**src/rtl/note_tone_pkg.sv**
```systemverilog
// Shared constants, note codes and the octave-9 half-period table for the tone generator.
package note_tone_pkg;

  localparam int NOTE_W  = 4;
  localparam int OCT_W   = 4;
  localparam int CNT_W   = 22;
  localparam int MAX_OCT = 9;

  typedef enum logic [NOTE_W-1:0] {
    REST = 4'd0, C = 4'd1, CS, D, DS, E, F, FS, G, GS, A, AS, B
  } note_t;

  typedef enum logic {IDLE = 1'b0, PLAY = 1'b1} state_t;

  // Octave-9 half-periods in 100 MHz clocks, indexed by note code minus one.
  localparam logic [CNT_W-1:0] BASE [12] = '{
    22'd5972, 22'd5637, 22'd5321, 22'd5022, 22'd4740, 22'd4474,
    22'd4223, 22'd3986, 22'd3762, 22'd3551, 22'd3352, 22'd3164
  };

endpackage

```
**src/rtl/note_period_lut.sv**
```systemverilog
// Stage 2: maps registered note/octave to a registered half-period target (0 = rest).
module note_period_lut
  import note_tone_pkg::*;
(
  input  logic              clk,
  input  logic              rst,
  input  logic [NOTE_W-1:0] note_q,
  input  logic [OCT_W-1:0]  oct_q,
  output logic [CNT_W-1:0]  target
);

  logic [CNT_W-1:0]  target_d;
  logic [NOTE_W-1:0] idx;
  logic [OCT_W-1:0]  sh;

  always_comb begin
    target_d = '0;
    idx      = note_q - 4'd1;
    sh       = OCT_W'(MAX_OCT) - oct_q;
    // Codes past B and octaves past MAX_OCT fall through to rest.
    if ((note_q != REST) && (note_q <= B) && (oct_q <= OCT_W'(MAX_OCT)))
      target_d = BASE[idx] << sh;
  end

  always_ff @(posedge clk) begin
    if (rst) target <= '0;
    else     target <= target_d;
  end

endmodule

```
**src/rtl/note_tone_gen.sv**
```systemverilog
// Square-wave tone generator; pitch changes only take effect at half-period boundaries.
module note_tone_gen
  import note_tone_pkg::*;
(
  input  logic              clk,
  input  logic              rst,
  input  logic [NOTE_W-1:0] note,
  input  logic [OCT_W-1:0]  octave,
  output logic              audio,
  output logic              active,
  output logic [CNT_W-1:0]  half_period
);

  logic [NOTE_W-1:0] note_q;
  logic [OCT_W-1:0]  oct_q;
  logic [CNT_W-1:0]  target;
  logic [CNT_W-1:0]  cnt;
  state_t            state;

  always_ff @(posedge clk) begin
    if (rst) begin
      note_q <= '0;
      oct_q  <= '0;
    end else begin
      note_q <= note;
      oct_q  <= octave;
    end
  end

  note_period_lut u_lut (
    .clk    (clk),
    .rst    (rst),
    .note_q (note_q),
    .oct_q  (oct_q),
    .target (target)
  );

  assign half_period = target;

  always_ff @(posedge clk) begin
    if (rst) begin
      state  <= IDLE;
      audio  <= 1'b0;
      active <= 1'b0;
      cnt    <= '0;
    end else begin
      case (state)
        IDLE: begin
          audio  <= 1'b0;
          active <= 1'b0;
          if (target != '0) begin
            state  <= PLAY;
            audio  <= 1'b1;
            active <= 1'b1;
            cnt    <= target - CNT_W'(1);
          end
        end
        PLAY: begin
          if (cnt != '0) begin
            cnt <= cnt - CNT_W'(1);
          end else if (target == '0) begin
            state  <= IDLE;
            audio  <= 1'b0;
            active <= 1'b0;
          end else begin
            // Target is re-sampled here, so each level uses the value seen at its start.
            audio <= ~audio;
            cnt   <= target - CNT_W'(1);
          end
        end
        default: begin
          state  <= IDLE;
          audio  <= 1'b0;
          active <= 1'b0;
        end
      endcase
    end
  end

endmodule

```
**config.mk**
```make
export PLATFORM = sky130hd
export DESIGN_NAME = note_tone_gen
export DESIGN_NICKNAME = d
export VERILOG_FILES = /design/src/rtl/note_tone_pkg.sv /design/src/rtl/note_period_lut.sv /design/src/rtl/note_tone_gen.sv
export SDC_FILE = /design/constraint.sdc
export NUM_CORES = 1
export LEC_CHECK = 0
export CORE_ASPECT_RATIO = 0.8
export CORE_MARGIN = 1
export CORE_UTILIZATION = 30
export DETAILED_ROUTE_END_ITERATION = 10
export PLACE_DENSITY = 0.58
export SETUP_SLACK_MARGIN = 0.5
export SLEW_MARGIN = 20
export SYNTH_ARGS = -nofsm -noshare
export SYNTH_HDL_FRONTEND = slang
export SYNTH_SLANG_ARGS = --single-unit
```
**constraint.sdc**
```tcl
create_clock -name clk -period 4.45 [get_ports clk]
set_input_delay 0.89 -clock clk [delete_from_list [all_inputs] [get_ports clk]]
set_output_delay 0.89 -clock clk [all_outputs]
set_load 0.03 [all_outputs]
```
==> flow_metrics.tcl <==
set metrics [dict create \
    viasPerCell 5.81 \
    tightest_slew_ps 854 \
    power.density_nw_per_um2 406 \
    rsz0062_at_grt "no" \
    whs_endpoint "cnt[11]" \
    synth_top_family_by_area "simple AND/OR/NAND/NOR gates" \
    synth-simple-area-share_pct 30.0 \
    busiest_layer "met1" \
    switching_share_pct 40.7 \
    intPower_mw 1.11 \
    ys.flop_type "dfxtp_1" \
    synthXorXnorAreaFrac_pct 3.32 \
    wirelength_um 12100 \
    worst_clock_skew_ps 14.3 \
    gr-usage-all-layers_pct 18.4 \
    grt_pass1_vias 3750 \
    postSynthAreaPerCell_um2 7.57 \
    synth_mux_area_share_pct 3.54 \
    peakVddDrop_uv 191 \
    grt_pass1_wl_um 19700 \
    synth_cell_types 72 \
    crit_buf_inv 2 \
    use_met2_pct 26.3 \
    clkPwrFrac_pct 22.2 \
    routedWlPerCell_um 16.9 \
    setup_tns_ps 0 \
    worstPathArrival_ps 3660 \
    placementRows 37 \
    r2r_end "u_lut.target[13]" \
    io_buffers 33 \
    worstReg2RegStart "note_q[0]" \
    hold_path_class "flip-flop to flip-flop" \
    path_clk_slew_ps 80 \
    slowest_delay_ps 550 \
    fin_crit_ps 3510 \
    synth_edf_count 0 \
    die_y_um 105 \
    synth-seq-area-share_pct 27.8 \
    dieArea_um2 13700 \
    yosys_warnings 0 \
    clockRootBuffer "clkbuf_16" \
    endpoint_kind "flip-flop" \
    cts_tree "yes" \
    setup.worst_path.class "flip-flop to flip-flop" \
    drtPass1Iterations 5 \
    dp.cells 708 \
    finalWeightedCongestion 0.892 \
    dp_hpwl_um 8860 \
    core_um2 12900 \
    syn_inst 523 \
    antenna_found_initial 0 \
    cts_buffers 5 \
    crit_required_ps 4600 \
    pre_cts_slack_ps 558 \
    drt-initial-drc-count 585 \
    synth_nets 544 \
    report.final.slew_viol_count 0 \
    ys_async_sr_fraction_pct 0 \
    initial_utilization_pct 30.8 \
    seqPwrFrac_pct 35.6 \
    fin_ws_ps 940 \
    maxCapViolCount 0 \
    cp_max_fo 21 \
    drive_above_1_share_pct 8.29 \
    die_w_um 130 \
    leakage_nw 1.64 \
    crit_chain "inv_1, ha_1, ha_1, nor3b_1, a2111oi_0, a311oi_1, buf_4, mux2i_1, a222oi_1, o22ai_1" \
    grt-ovfl-total 0 \
    h-tree-depth 2 \
    synth_compound_area_share_pct 27.0 \
    r2r_slack_ps 940 \
    vias 4168 \
    area_delta_synth_final_pct 16.6 \
    grt_max_degree 36 \
    clk_latency_ps 310 \
    rr_worst_depth 10 \
    antenna_left 0 \
    crit_path_start_kind "flip-flop" \
    setup_violations 0 \
    crit_cells 10 \
    fillCellCount 1384 \
    ctsLongestPathBuffers 2 \
    finalCritPeriodShare_pct 78.9 \
    cpMostUsedCell "ha_1" \
    min_from "cnt[11]" \
    cts.sinks 55 \
    cts_hold_buf 0 \
    hold_violations 0 \
    slowest_stage "dfxtp_2" \
    io_pins 34 \
    max_freq_ghz 0.285 \
    p_switching_uw 765 \
    yosys.area_share.adder_pct 3.47 \
    use_met3_pct 3.38 \
    power_frac_comb_pct 42.2 \
    drc 0 \
    outcome "finished clean" \
    n_antenna_cell 0 \
    gr-usage-met1_pct 27.6 \
    synth_area_um2 3960 \
    final_cell_count_no_fill 718 \
    final_util_pct 35.9 \
    slew_headroom_pct 43.0 \
    hold_path_depth 2 \
    layout.nets 563 \
    critical-path-top-delay-family "compound AO/OA/AOI/OAI gates" \
    synth-seq-cells 55 \
]
==> what timing repair did <==
| item | in CTS | in global routing |
|---|---|---|
| gates resized for setup | 0 | 2 |
| setup endpoints to repair | 0 | 11 |
| hold endpoints to repair | 0 | 0 |
| setup buffers | 0 | 2 |
==> synthesized netlist by cell type, types with 6 or more instances <==
| cell type | n | area share (%) |
|---|---|---|
| dfxtp_1 | 55 | 28 |
| nor2_1 | 54 | 5.1 |
| nand2_1 | 49 | 4.6 |
| o21ai_0 | 32 | 4.0 |
| a21oi_1 | 31 | 3.9 |
| nor3_1 | 27 | 3.4 |
| clkbuf_1 | 25 | 2.4 |
| nor2b_1 | 15 | 2.4 |
| o211ai_1 | 14 | 2.7 |
| inv_1 | 13 | 1.2 |
| nand3_1 | 13 | 1.6 |
| ha_1 | 11 | 3.5 |
| and2_1 | 9 | 1.4 |
| xor2_1 | 9 | 2.0 |
| o31ai_1 | 8 | 1.5 |
| or4_1 | 8 | 1.5 |
| a22oi_1 | 7 | 1.3 |
| a31oi_1 | 6 | 0.95 |
| or2_2 | 6 | 0.95 |
| xnor2_1 | 6 | 1.3 |
==> power groups by stage <==
stage / sequential [mW] / combinational (mW) / clock, mW
floorplan: 0.681 / 0.548 / 0
global placement: 0.674 / 0.764 / 0
detailed placement: 0.678 / 0.772 / 0
CTS: 0.667 / 0.776 / 0.435
finish: 0.668 / 0.792 / 0.418
global route: 0.683 / 0.871 / 0.455
==> cells in the final DEF (no fill, tap or decap), types with 7 or more instances in the layout <==
cell type / n
a21oi_1: 31
a22oi_1: 7
and2_1: 9
buf_4: 12
clkdlybuf4s50_1: 33
dfxtp_1: 53
ha_1: 11
inv_1: 13
nand2_1: 49
nand3_1: 13
nor2_1: 54
nor2b_1: 15
nor3_1: 27
o211ai_1: 14
o21ai_0: 32
o31ai_1: 8
or4_1: 8
xor2_1: 9
==> worst reg2reg max path, stage by stage (launching register included) <==
cell	delay (ps)
dfxtp_2	550
inv_1	220
ha_1	340
ha_1	530
nor3b_1	350
a2111oi_0	160
a311oi_1	310
buf_4	170
mux2i_1	140
a222oi_1	450
o22ai_1	140
==> final cells by class <==
| type | count | area (µm²) | share of cell area [%] |
|---|---|---|---|
| clock inverter | 2 | 16.3 | 0.352 |
| clock buffer | 6 | 139 | 3.01 |
| tap | 175 | 219 | 4.74 |
| multi-input combinational | 421 | 2670 | 57.8 |
| inverter | 14 | 52.6 | 1.14 |
| sequential | 55 | 1100 | 23.9 |
| timing repair buffer | 45 | 420 | 9.10 |
==> cell families after synthesis <==
family / count (synthesis)
compound gates: 157
buf+inv: 47
fa+ha+maj: 11
flops: 55
simple gates: 227
xor+xnor: 15
mux: 11
==> how the worst max path moves through the flow <==
stage	from	end	slack [ps]
finish	note_q[0]	u_lut.target[13]	940
global route	note_q[0]	u_lut.target[13]	670
CTS	note_q[0]	u_lut.target[13]	520
detailed placement	note_q[0]	u_lut.target[13]	560
global placement	note_q[0]	u_lut.target[13]	710
floorplan	note_q[1]	u_lut.target[15]	1150
==> registers in the layout, summed over array words and instances (netlist names) <==
register	count
cnt	22
u_lut.target	22
note_q	4
oct_q	4
active	1
audio	1
state	1
==> layer usage <==
| metal | up-vias | share of wire, % |
|---|---|---|
| met5 | - | 0 |
| met4 | 0 | 1.1 |
| met3 | 14 | 8.0 |
| met2 | 202 | 43 |
| met1 | 1964 | 48 |
| li1 | 1988 | - |
==> stage by stage <==
stage / hold WS [ps] / power [mW] / area, µm²
5_1_grt: 549 / 2.01 / 4620
4_1_cts: 521 / 1.88 / 4600
3_5_place_dp: 502 / 1.45 / 4450
3_3_place_gp: 490 / 1.44 / 4450
6_report: 518 / 1.88 / 4620
2_1_floorplan: 477 / 1.23 / 3960
Note: power is estimated with default switching activity, not from simulation.
